[src/rtl/llc_rst_flush_seq_pkg.sv]
// Shared LLC cache types and default geometry used by the reset/flush sequencer.
package llc_rst_flush_seq_pkg;

  localparam int LLC_SET_BITS = 8;
  localparam int LLC_WAYS     = 16;
  localparam int LLC_WAY_BITS = $clog2(LLC_WAYS);
  localparam int LLC_TAG_BITS = 14;

  typedef logic [LLC_SET_BITS-1:0]              llc_set_t;
  typedef logic [LLC_WAY_BITS-1:0]              llc_way_t;
  typedef logic [LLC_TAG_BITS-1:0]              llc_tag_t;
  typedef logic [LLC_TAG_BITS+LLC_SET_BITS-1:0] line_addr_t;

endpackage

[src/rtl/llc_set_walker.sv]
// Set index counter shared by the reset and flush walks: clear, increment, last-set flag.
module llc_set_walker #(
  parameter int SET_BITS = 8
) (
  input  logic                clk,
  input  logic                rst,
  input  logic                clr,
  input  logic                inc,
  output logic [SET_BITS-1:0] set_o,
  output logic                last_o
);

  logic [SET_BITS-1:0] set_q;
  logic [SET_BITS-1:0] set_d;

  // NOTE: every signal written here gets a default first so no latch is inferred.
  always_comb begin
    set_d = set_q;
    if (clr) begin
      set_d = '0;
    end else if (inc) begin
      set_d = set_q + SET_BITS'(1);
    end
  end

  // NOTE: state flops use non-blocking assignments so all flops update together at the edge.
  always_ff @(posedge clk) begin
    if (rst) begin
      set_q <= '0;
    end else begin
      set_q <= set_d;
    end
  end

  assign set_o  = set_q;
  assign last_o = &set_q;

endmodule

[src/rtl/llc_rst_flush_seq.sv]
// LLC reset/flush sequencer: invalidates every set after reset and walks all sets on a
// flush request, writing back dirty lines through a valid/ready channel.
module llc_rst_flush_seq
  import llc_rst_flush_seq_pkg::*;
#(
  parameter int  SET_BITS = LLC_SET_BITS,
  parameter int  WAYS     = LLC_WAYS,
  parameter int  TAG_BITS = LLC_TAG_BITS,
  localparam int WAY_BITS = $clog2(WAYS)
) (
  input  logic                         clk,
  input  logic                         rst,
  input  logic                         rst_req,
  input  logic                         flush_req,
  input  logic                         flush_all,
  output logic                         rst_wr_en,
  output logic [SET_BITS-1:0]          rst_wr_set,
  output logic                         rd_set_en,
  output logic [SET_BITS-1:0]          rd_set,
  input  logic [WAYS-1:0]              rd_valid,
  input  logic [WAYS-1:0]              rd_dirty,
  input  logic [WAYS*TAG_BITS-1:0]     rd_tags,
  output logic                         wr_en,
  output logic [SET_BITS-1:0]          wr_set,
  output logic [WAY_BITS-1:0]          wr_way,
  output logic                         wr_valid,
  output logic                         wr_dirty,
  output logic                         wb_valid,
  input  logic                         wb_ready,
  output logic [TAG_BITS+SET_BITS-1:0] wb_addr,
  output logic [WAY_BITS-1:0]          wb_way,
  output logic                         rst_stall,
  output logic                         flush_stall,
  output logic [SET_BITS-1:0]          cur_set,
  output logic                         done
);

  typedef enum logic [2:0] {
    IDLE, RST_WALK, FL_READ, FL_LOAD, FL_SCAN, FL_WB, FL_NEXT
  } state_e;

  state_e                     state_q, state_d;
  logic                       rst_stall_q, rst_stall_d;
  logic                       flush_stall_q, flush_stall_d;
  logic                       flush_all_q, flush_all_d;
  logic                       rst_pend_q, rst_pend_d;
  logic [WAY_BITS-1:0]        way_q, way_d;
  logic [WAYS-1:0]            vld_buf_q, vld_buf_d;
  logic [WAYS-1:0]            dty_buf_q, dty_buf_d;
  logic [WAYS*TAG_BITS-1:0]   tag_buf_q, tag_buf_d;

  logic                       set_clr, set_inc, set_last, go_rst;
  logic                       way_last, cur_v, cur_d;
  logic [TAG_BITS-1:0]        cur_tag;

  llc_set_walker #(.SET_BITS(SET_BITS)) u_walker (
    .clk    (clk),
    .rst    (rst),
    .clr    (set_clr),
    .inc    (set_inc),
    .set_o  (cur_set),
    .last_o (set_last)
  );

  assign way_last = (way_q == WAY_BITS'(WAYS - 1));
  assign cur_v    = vld_buf_q[way_q];
  assign cur_d    = dty_buf_q[way_q];
  assign cur_tag  = tag_buf_q[way_q*TAG_BITS +: TAG_BITS];

  assign rst_wr_set  = cur_set;
  assign rd_set      = cur_set;
  assign wr_set      = cur_set;
  assign wr_way      = way_q;
  assign wb_way      = way_q;
  assign wb_addr     = {cur_tag, cur_set};
  assign rst_stall   = rst_stall_q;
  assign flush_stall = flush_stall_q;

  always_comb begin
    state_d       = state_q;
    rst_stall_d   = rst_stall_q;
    flush_stall_d = flush_stall_q;
    flush_all_d   = flush_all_q;
    rst_pend_d    = rst_pend_q;
    way_d         = way_q;
    vld_buf_d     = vld_buf_q;
    dty_buf_d     = dty_buf_q;
    tag_buf_d     = tag_buf_q;
    set_clr       = 1'b0;
    set_inc       = 1'b0;
    go_rst        = 1'b0;
    rst_wr_en     = 1'b0;
    rd_set_en     = 1'b0;
    wr_en         = 1'b0;
    wr_valid      = 1'b0;
    wr_dirty      = 1'b0;
    wb_valid      = 1'b0;
    done          = 1'b0;

    if (!rst) begin
      if (state_q != IDLE && state_q != RST_WALK) begin
        rst_pend_d = rst_pend_q | rst_req;
      end

      // A pending reset aborts the flush at once, except mid-writeback where the
      // handshake and its way write must finish first.
      if (rst_pend_q && state_q != FL_WB && state_q != RST_WALK) begin
        go_rst = 1'b1;
      end else begin
        case (state_q)
          IDLE: begin
            if (rst_req) begin
              go_rst = 1'b1;
            end else if (flush_req && !rst_stall_q) begin
              flush_all_d   = flush_all;
              flush_stall_d = 1'b1;
              set_clr       = 1'b1;
              state_d       = FL_READ;
            end
          end
          RST_WALK: begin
            rst_wr_en = 1'b1;
            if (rst_req) begin
              set_clr = 1'b1;
            end else if (set_last) begin
              set_clr     = 1'b1;
              rst_stall_d = 1'b0;
              done        = 1'b1;
              state_d     = IDLE;
            end else begin
              set_inc = 1'b1;
            end
          end
          FL_READ: begin
            rd_set_en = 1'b1;
            state_d   = FL_LOAD;
          end
          FL_LOAD: begin
            vld_buf_d = rd_valid;
            dty_buf_d = rd_dirty;
            tag_buf_d = rd_tags;
            way_d     = '0;
            state_d   = FL_SCAN;
          end
          FL_SCAN: begin
            if (cur_v && cur_d) begin
              state_d = FL_WB;
            end else begin
              wr_en = cur_v && flush_all_q;
              if (way_last) begin
                state_d = FL_NEXT;
              end else begin
                way_d = way_q + WAY_BITS'(1);
              end
            end
          end
          FL_WB: begin
            wb_valid = 1'b1;
            if (wb_ready) begin
              wr_en    = 1'b1;
              wr_valid = ~flush_all_q;
              if (rst_pend_q) begin
                go_rst = 1'b1;
              end else if (way_last) begin
                state_d = FL_NEXT;
              end else begin
                way_d   = way_q + WAY_BITS'(1);
                state_d = FL_SCAN;
              end
            end
          end
          FL_NEXT: begin
            if (set_last) begin
              flush_stall_d = 1'b0;
              done          = 1'b1;
              set_clr       = 1'b1;
              state_d       = IDLE;
            end else begin
              set_inc = 1'b1;
              state_d = FL_READ;
            end
          end
          default: state_d = IDLE;
        endcase
      end

      if (go_rst) begin
        state_d       = RST_WALK;
        rst_stall_d   = 1'b1;
        flush_stall_d = 1'b0;
        rst_pend_d    = 1'b0;
        set_clr       = 1'b1;
      end
    end
  end

  always_ff @(posedge clk) begin
    if (rst) begin
      state_q       <= RST_WALK;
      rst_stall_q   <= 1'b1;
      flush_stall_q <= 1'b0;
      flush_all_q   <= 1'b0;
      rst_pend_q    <= 1'b0;
      way_q         <= '0;
    end else begin
      state_q       <= state_d;
      rst_stall_q   <= rst_stall_d;
      flush_stall_q <= flush_stall_d;
      flush_all_q   <= flush_all_d;
      rst_pend_q    <= rst_pend_d;
      way_q         <= way_d;
    end
  end

  // NOTE: the line-state buffers are pure data, always loaded in FL_LOAD before use, so they carry no reset.
  always_ff @(posedge clk) begin
    vld_buf_q <= vld_buf_d;
    dty_buf_q <= dty_buf_d;
    tag_buf_q <= tag_buf_d;
  end

endmodule

[config.mk]
export PLATFORM = sky130hd
export DESIGN_NAME = llc_rst_flush_seq
export DESIGN_NICKNAME = d
export VERILOG_FILES = /design/src/rtl/llc_rst_flush_seq_pkg.sv /design/src/rtl/llc_set_walker.sv /design/src/rtl/llc_rst_flush_seq.sv
export SDC_FILE = /design/constraint.sdc
export NUM_CORES = 1
export LEC_CHECK = 0
export CAP_MARGIN = 5
export CORE_UTILIZATION = 29
export CTS_CLUSTER_DIAMETER = 50
export DETAILED_ROUTE_END_ITERATION = 10
export HOLD_SLACK_MARGIN = 0.15
export MAX_ROUTING_LAYER = met4
export PLACE_DENSITY = 0.52
export SYNTH_ARGS = -nofsm -noshare
export SYNTH_HDL_FRONTEND = slang
export SYNTH_HIERARCHICAL = 1
export SYNTH_SLANG_ARGS = --single-unit
[constraint.sdc]
create_clock -name clk -period 39.8 [get_ports clk]
set_clock_uncertainty 0.2 [all_clocks]
set_input_delay 5.97 -clock clk [delete_from_list [all_inputs] [get_ports clk]]
set_output_delay 5.97 -clock clk [all_outputs]
set_load 0.02 [all_outputs]
==> results of run 1 <==
==> report_power, final <==
group | internal, uW | switching (uW) | total [uW]
clock | 201 | 117 | 318
combinational | 23.6 | 6.06 | 29.6
sequential | 316 | 0.310 | 316
==> cells by family after synthesis <==
group	count (synthesis)	synth area share, %
buf+inv	73	3.82
compound gates	42	2.48
fa+ha+maj	2	0.225
flops	275	72.7
simple gates	74	3.65
mux	87	16.8
xor+xnor	4	0.316
other cells	1	0.0338
==> metal layers <==
metal / vias up / global-route usage (%)
li1: 2870 / -
met3: 39 / 5.62
met5: - / -
met2: 246 / 22.3
met1: 3114 / 16.1
met4: 0 / 3.73
==> synthesized netlist by cell type, types with 3 or more instances <==
cell type	instances
a21oi_1	11
buf_1	4
buf_2	3
buf_4	37
clkbuf_1	21
dfxtp_1	19
edfxtp_1	256
inv_1	7
mux2_2	3
mux2i_1	5
mux4_2	76
nand2_1	11
nand2b_1	6
nand3_1	6
nand4_1	3
nor2_1	15
nor2b_1	3
nor3_1	8
nor4b_1	3
o21ai_0	10
o21ai_1	3
or3_1	5
xor2_1	3
==> flip-flops by register name, indices dropped and copies added, names as in the netlist <==
name            flops
tag_buf_q         224
dty_buf_q          16
vld_buf_q          16
u_walker/set_o      8
wb_way              4
state_q             3
flush_all_q         1
flush_stall         1
rst_pend_q          1
rst_stall           1
==> worst max-delay path, cell delays in order <==
cell,delay (ns)
clkdlybuf4s50_1,0.76
nor4b_1,0.47
clkdlybuf4s50_1,0.68
==> final cells by class <==
| cell class | instances | share of cell area [%] |
|---|---|---|
| multi-input combinational | 210 | 16.4 |
| sequential | 275 | 50.9 |
| clock inverter | 18 | 1.43 |
| clock buffer | 40 | 5.90 |
| timing repair buffer | 335 | 21.1 |
| inverter | 7 | 0.165 |
| tap | 511 | 4.03 |
| antenna | 3 | 0.0473 |
==> worst paths after layout <==
check,cells past startpoint,slack [ns],end,from
max,3,25.75,rd_set_en,rst
min,2,0.30,flush_stall,flush_stall
max reg2reg,7,36.14,wb_way[2],wb_way[1]
min reg2reg,2,0.30,flush_stall,flush_stall
==> cell usage in the layout, fill, tap and decap left out, types with 4 or more instances in the layout <==
cell	instances
clkdlybuf4s50_1	331
clkinv_1	4
a21oi_1	11
dfxtp_1	15
nor2_1	15
nand3_1	6
nand2b_1	6
clkbuf_16	37
o21ai_0	10
nor3_1	8
bufinv_16	5
mux2i_1	5
or3_1	5
mux4_2	76
clkinv_2	4
nand2_1	11
edfxtp_1	256
inv_1	7
==> metrics by stage <==
step	total power [uW]	hold WS (ns)	cell area, um^2	setup slack [ns]	std cells
floorplan	325	0.283	11100	7.98	558
global placement	351	0.282	14700	25.85	1338
detailed placement	352	0.297	14700	25.81	1338
CTS	676	0.305	15900	25.80	1396
global route	687	0.343	15900	25.72	1398
finish	664	0.299	15900	25.75	1399
==> impl_metrics.env, run 1 <==
export IMPL_cts_buffers=36
export IMPL_initial_core_util_pct=29.5
export IMPL_initialDrtViolationCount=265
export IMPL_tightest_slew_ns=1.06
export IMPL_max_cap_violations=0
export IMPL_multi_input_area_um2=2610
export IMPL_yosys_cell_types_count=52
export IMPL_utilization_pct=42.2
export IMPL_cts_sinks=275
export IMPL_die_area_um2=39000
export IMPL_fin_crit_sh_pct=35.3
export IMPL_syn_to_final_growth_pct=43.1
export IMPL_max_freq_mhz=71.2
export IMPL_finalHoldViolCount=0
export IMPL_synth_edf_count=256
export IMPL_fin_nets=1129
export IMPL_min_period_ns=14.05
export IMPL_ys_flop_type="edfxtp_1"
export IMPL_synth_top_area_share_pct=69.3
export IMPL_die_w_um=198
export IMPL_fp_row_count=71
export IMPL_cts_reportedPaths_clkPinSlew_ns=0.05
export IMPL_crit_fanout=17
export IMPL_met1_length_mm=10.5
export IMPL_wl_met3_mm=2.46
export IMPL_avgSynthCellArea_um2=19.9
export IMPL_endpoint_kind="output port"
export IMPL_grt_pass1_wl_mm=38.9
export IMPL_p_leak_uw=0.00501
export IMPL_slew_violations=0
export IMPL_io_pins=333
export IMPL_syn_nets=822
export IMPL_coreArea_um2=37700
export IMPL_critical_path_arrival_ns=7.88
export IMPL_rsz0062_at_grt="false"
export IMPL_dp_hpwl_mm=17.7
export IMPL_wire_per_inst_um=18.7
export IMPL_ir_worst_vdd_v=0.0000233
export IMPL_cts_htree_levels=2
export IMPL_drive_gt1_share_pct=16.2
export IMPL_tns_ns=0
export IMPL_yosysTopAreaCell="edfxtp_1"
export IMPL_seq_area_um2=8080
export IMPL_clk_latency_ns=0.52
export IMPL_cts_resized=0
export IMPL_wl_mm=26.2
export IMPL_antenna_found_initial=2
export IMPL_drcViolationCount=0
export IMPL_place_congestion=0.784
export IMPL_synthTopCellsByArea="edfxtp_1 69%, mux4_2 15%, dfxtp_1 3.4%"
export IMPL_top_layer_used="met4"
export IMPL_grt_max_degree=180
export IMPL_ys_seq_area_share_pct=72.7
export IMPL_dr_wl_met2_mm=12.8
export IMPL_critPathRequiredTime_ns=33.63
export IMPL_outcome="finished clean"
export IMPL_vias_per_cell=4.48
export IMPL_drt_antenna_violating_nets=0
export IMPL_power_density_nw_per_um2=41.8
export IMPL_grt_pass1_vias=6646
export IMPL_slew_headroom_pct=29.3
export IMPL_clockBufferDepth=3
export IMPL_clock_root_buffer="clkbuf_16"
export IMPL_port_buffer_count=331
export IMPL_critPathKind="input port to output port"
export IMPL_drtPass1Iterations=4
export IMPL_post_cts_buffers=0
export IMPL_ys_async_sr_fraction_pct=0
export IMPL_vias=6269
export IMPL_fill_cells=3436
export IMPL_startpoint_type="input port"
export IMPL_die_h_um=198
export IMPL_cts_hold_buf=0
export IMPL_setup_viol=0
export IMPL_hp_class="flop to flop"
export IMPL_synthCells=558
export IMPL_synth_warnings=6
export IMPL_track_usage_pct=13.9
export IMPL_grt_overflow_total=0
export IMPL_syn_area_um2=11100
export IMPL_cts_tree="done"
export IMPL_synth_seq_cells=275
(Power assumes the default switching activity.)
==> run 2, diff against run 1 <==
--- a/config.mk
+++ b/config.mk
@@ -11,7 +11,7 @@
 export DETAILED_ROUTE_END_ITERATION = 10
 export HOLD_SLACK_MARGIN = 0.15
 export MAX_ROUTING_LAYER = met4
-export PLACE_DENSITY = 0.52
+export PLACE_DENSITY = 0.54
 export SYNTH_ARGS = -nofsm -noshare
 export SYNTH_HDL_FRONTEND = slang
 export SYNTH_HIERARCHICAL = 1
==> constraint.sdc (replaced) <==
create_clock -name clk -period 12.85 [get_ports clk]
set_clock_uncertainty 0.2 [all_clocks]
set_input_delay 1.9275 -clock clk [delete_from_list [all_inputs] [get_ports clk]]
set_output_delay 1.9275 -clock clk [all_outputs]
set_load 0.02 [all_outputs]
==> run 2 against run 1 <==
Compared with the run above: routed wire length increased by 0.43%; first-iteration DRC count up 18%; worst hold slack lost 0.011 ns; non-clock buffer count rose by 1; clock-buffer cell count rose by 2; cell area shrank 0.43%; final cell count rose by 0.64%; clock power increased to 2.9 times the previous value; setup slack worse by 19 ns; largest cell class unchanged; largest power group is now sequential cells; highest routed layer unchanged.
==> impl_metrics.env, run 2 (synthesized netlist as in run 1, its figures left out) <==
export IMPL_final_common_cell="clkdlybuf4s50_1"
export IMPL_utilization_pct=42.0
export IMPL_clock_root_buffer="clkbuf_16"
export IMPL_antenna_found_initial=1
export IMPL_fin_crit_sh_pct=46.6
export IMPL_wire_per_inst_um=18.7
export IMPL_power_density_nw_per_um2=125
export IMPL_clockBufferDepth=3
export IMPL_initialDrtViolationCount=314
export IMPL_vias=6322
export IMPL_die_w_um=198
export IMPL_grt_pass1_wl_mm=38.9
export IMPL_drive_gt1_share_pct=16.3
export IMPL_coreArea_um2=37700
export IMPL_largest_reg_flops=224
export IMPL_largest_register="tag_buf_q"
export IMPL_grt_pass1_vias=6614
export IMPL_mostFrequentLayoutCells="331 x clkdlybuf4s50_1, 256 x edfxtp_1, 76 x mux4_2, 35 x clkbuf_16"
export IMPL_syn_to_final_growth_pct=42.5
export IMPL_critical_path_arrival_ns=3.86
export IMPL_top_regs="tag_buf_q: 224 flops, dty_buf_q: 16 flops, vld_buf_q: 16 flops"
export IMPL_clk_latency_ns=0.50
export IMPL_grt_max_degree=89
export IMPL_layout_setup_ws_ns=6.86
export IMPL_ir_worst_vdd_v=0.0000717
export IMPL_tightest_slew_ns=1.11
export IMPL_die_area_um2=39000
export IMPL_rsz0062_at_grt="false"
export IMPL_max_cap_violations=0
export IMPL_whs_path_depth=2
export IMPL_slew_violations=0
export IMPL_rrSetupSlack_ns=9.30
export IMPL_track_usage_pct=13.7
export IMPL_cts_buffers=34
export IMPL_r2r_cells=4
export IMPL_crit_fanout=17
export IMPL_max_freq_mhz=167
export IMPL_r2r_end="tag_buf_q[77]"
export IMPL_outcome="finished clean"
export IMPL_fp_row_count=71
export IMPL_grt_overflow_total=0
export IMPL_fin_nets=1128
export IMPL_finalHoldViolCount=0
export IMPL_critPathRequiredTime_ns=10.72
export IMPL_post_cts_buffers=0
export IMPL_cts_sinks=275
export IMPL_initial_core_util_pct=29.5
export IMPL_port_buffer_count=331
export IMPL_die_h_um=198
export IMPL_whs_endpoint="flush_stall"
export IMPL_min_period_ns=5.99
export IMPL_cts_hold_buf=0
export IMPL_hp_class="flop to flop"
export IMPL_io_pins=333
export IMPL_place_congestion=0.802
export IMPL_vias_per_cell=4.49
export IMPL_endpoint_kind="output port"
export IMPL_cts_htree_levels=2
export IMPL_tns_ns=0
export IMPL_critPathKind="input port to output port"
export IMPL_worst_hold_slack_ns=0.288
export IMPL_drcViolationCount=0
export IMPL_cts_reportedPaths_clkPinSlew_ns=0.05
export IMPL_cts_resized=0
export IMPL_wl_mm=26.3
export IMPL_reg2reg_from="state_q[0]"
export IMPL_drtPass1Iterations=4
export IMPL_slew_headroom_pct=26.0
export IMPL_place_ws_ns=6.89
export IMPL_dp_hpwl_mm=18.0
export IMPL_drt_antenna_violating_nets=0
export IMPL_p_leak_uw=0.00498
export IMPL_cts_tree="done"
export IMPL_startpoint_type="input port"
export IMPL_min_from="flush_stall"
export IMPL_fill_cells=3411
export IMPL_setup_viol=0
[run 2: per-layer routing]
layer / up-vias / track usage, % / routed length [um]
met5: - / - / 0
met4: 0 / 4.11 / 559
met3: 44 / 3.67 / 2050
met2: 261 / 21.5 / 12700
met1: 3134 / 17.4 / 11100
li1: 2883 / - / -
[run 2: layout make-up]
type / count / area, um^2 / share of cell area (%)
clock inverters: 20 / 170 / 1.08
clock buffers: 42 / 912 / 5.77
multi-input cells: 210 / 2620 / 16.6
flip-flops and latches: 275 / 8080 / 51.1
repair buffers: 336 / 3350 / 21.2
diodes: 7 / 17.5 / 0.111
well taps: 511 / 639 / 4.04
inverters: 7 / 26.3 / 0.166
[run 2: through the flow]
step	instances	total power [uW]	instance area, um^2
floorplan	558	1010	11100
global placement	1339	1090	14700
detailed placement	1339	1090	14700
CTS	1401	2010	15800
global route	1402	2040	15800
finish	1408	1980	15800
[run 2: power by group]
part	switching, uW	total [uW]	internal [uW]
combinational	19.9	93.1	73.2
clock	376	909	533
sequential	0.926	978	977
[run 2: critical path, cell delays in order]
cell and delay [ns]:
clkdlybuf4s50_1 0.78, nor4b_1 0.47, clkdlybuf4s50_1 0.67
[run 2: how the worst max path moves through the flow]
stage	endpoint	cells past startpoint	slack, ns	startpoint
2_1_floorplan	dty_buf_q[0]	2	1.96	rst
3_3_place_gp	wr_valid	3	6.98	rst
4_1_cts	rd_set_en	3	6.88	rst
5_1_grt	rd_set_en	3	6.76	rst
3_5_place_dp	rd_set_en	3	6.89	rst
6_report	rd_set_en	3	6.86	rst
==> run 3, diff against run 2 <==
--- a/config.mk
+++ b/config.mk
@@ -11,7 +11,7 @@
 export DETAILED_ROUTE_END_ITERATION = 10
 export HOLD_SLACK_MARGIN = 0.15
 export MAX_ROUTING_LAYER = met4
-export PLACE_DENSITY = 0.54
+export PLACE_DENSITY = 0.52
 export SYNTH_ARGS = -nofsm -noshare
 export SYNTH_HDL_FRONTEND = slang
 export SYNTH_HIERARCHICAL = 1
==> constraint.sdc (replaced) <==
create_clock -name clk -period 5.62 [get_ports clk]
set_clock_uncertainty 0.2 [all_clocks]
set_input_delay 0.843 -clock clk [delete_from_list [all_inputs] [get_ports clk]]
set_output_delay 0.843 -clock clk [all_outputs]
set_load 0.02 [all_outputs]
==> run 3 against run 2 <==
Compared with the run above: largest cell class unchanged; highest routed layer unchanged; cell area is 1.2% higher; largest power group is now clock; clock power grew to 2.6 times the previous value; register-to-register slack worse by 6.9 ns; sequential share of layout area is 0.61 points lower.
==> impl_metrics.env, run 3 (synthesized netlist as in run 1, its figures left out) <==
export IMPL_min_period_ns=4.56
export IMPL_cts_sinks=275
export IMPL_combinationalPowerShare_pct=4.5
export IMPL_wire_per_inst_um=19.3
export IMPL_initial_core_util_pct=29.5
export IMPL_mostFrequentLayoutCells="331 x clkdlybuf4s50_1, 256 x edfxtp_1, 76 x mux4_2, 39 x clkbuf_16"
export IMPL_slew_headroom_pct=31.6
export IMPL_port_buffer_count=331
export IMPL_antenna_found_initial=1
export IMPL_fp_row_count=71
export IMPL_r2r_cells=6
export IMPL_fill_cells=3395
export IMPL_vias_per_cell=4.50
export IMPL_crit_fanout=29
export IMPL_worst_hold_slack_ns=0.302
export IMPL_post_cts_buffers=0
export IMPL_track_usage_pct=14.3
export IMPL_grt_overflow_total=0
export IMPL_slew_violations=0
export IMPL_cts_buffers=38
export IMPL_coreArea_um2=37700
export IMPL_initialDrtViolationCount=313
export IMPL_place_congestion=0.742
export IMPL_tightest_slew_ns=1.03
export IMPL_clockBufferDepth=3
export IMPL_rsz0062_at_grt="false"
export IMPL_swShare_pct=20.1
export IMPL_cts_htree_levels=2
export IMPL_syn_to_final_growth_pct=44.2
export IMPL_power_switching_uw=968
export IMPL_vias=6346
export IMPL_finalHoldViolCount=0
export IMPL_max_freq_mhz=219
export IMPL_cts_hold_buf=0
export IMPL_tns_ns=0
export IMPL_cts_resized=0
export IMPL_endpoint_kind="output port"
export IMPL_p_seq_share_pct=46.5
export IMPL_clk_latency_ns=0.52
export IMPL_place_ws_ns=1.57
export IMPL_hp_class="flop to flop"
export IMPL_fin_nets=1132
export IMPL_setup_viol=0
export IMPL_dp_hpwl_mm=18.3
export IMPL_finalPower_uw=4820
export IMPL_whs_path_depth=2
export IMPL_grt_pass1_wl_mm=39.9
export IMPL_critPathKind="flop to output port"
export IMPL_grt_pass1_vias=6733
export IMPL_outcome="finished clean"
export IMPL_largest_register="tag_buf_q"
export IMPL_layout_setup_ws_ns=1.06
export IMPL_p_leak_uw=0.00505
export IMPL_io_pins=333
export IMPL_drtPass1Iterations=5
export IMPL_cts_tree="done"
export IMPL_grt_max_degree=135
export IMPL_die_area_um2=39000
export IMPL_drcViolationCount=0
export IMPL_final_common_cell="clkdlybuf4s50_1"
export IMPL_die_h_um=198
export IMPL_wl_mm=27.2
export IMPL_final_cells=1410
export IMPL_largest_reg_flops=224
export IMPL_cts_reportedPaths_clkPinSlew_ns=0.05
export IMPL_die_w_um=198
export IMPL_startpoint_type="flop"
export IMPL_critical_path_arrival_ns=3.52
export IMPL_clock_root_buffer="clkbuf_16"
export IMPL_top_regs="tag_buf_q: 224 flops, dty_buf_q: 16 flops, vld_buf_q: 16 flops"
export IMPL_max_cap_violations=0
export IMPL_ir_worst_vdd_v=0.000192
export IMPL_drt_antenna_violating_nets=0
export IMPL_intPower_uw=3850
export IMPL_clock_power_share_pct=49.1
export IMPL_fin_crit_sh_pct=81.1
export IMPL_power_density_nw_per_um2=301
export IMPL_placedCellCount=1339
export IMPL_critPathRequiredTime_ns=4.58
export IMPL_drive_gt1_share_pct=17.4
run 3: per-layer routing:
metal | part of all wire (%) | GRT usage [%] | vias to the layer above
met1 | 41 | 17.2 | 3178
met2 | 50 | 22.7 | 258
met4 | 1.6 | 5.37 | 0
li1 | - | - | 2876
met5 | 0 | - | -
met3 | 7.8 | 4.11 | 34
run 3: layout make-up:
cell class	count	area (um^2)	area share, %
Sequential cell	275	8080	50.5
Timing Repair Buffer	336	3380	21.1
Multi-Input combinational cell	210	2620	16.4
Clock buffer	42	1010	6.29
Tap cell	511	639	4.00
Clock inverter	27	253	1.58
Inverter	7	26.3	0.164
Antenna cell	2	5.00	0.0313
run 3: final timing paths:
kind	start	end	slack [ns]
setup / recovery	wb_way[2]	wr_en	1.06
hold / removal	rst_stall	rst_stall	0.30
setup reg to reg	wb_way[2]	wb_way[2]	2.42
hold reg to reg	rst_stall	rst_stall	0.30
run 3: stage by stage:
stage	utilization [%]	area, um^2
2_1_floorplan	-	11100
6_report	42.5	16000
4_1_cts	42.5	16000
3_3_place_gp	39.1	14700
3_5_place_dp	39.1	14700
5_1_grt	42.5	16000
run 3: power groups by stage:
stage                     clock network (uW)  logic, uW  registers, uW
after detailed placement                   0        216           2280
after floorplan                            0       18.3           2280
after CTS                               2440        218           2240
final                                   2360        215           2240
after global placement                     0        217           2280
after global routing                    2530        227           2240
run 3: worst max-delay path, stage by stage (launching register included):
cell and delay (ns):
dfxtp_2 0.96, mux4_2 0.40, mux2_2 0.32, nor3b_1 0.21, o21ai_1 0.08, o31a_1 0.23
nor3_1 0.14, clkdlybuf4s50_1 0.64
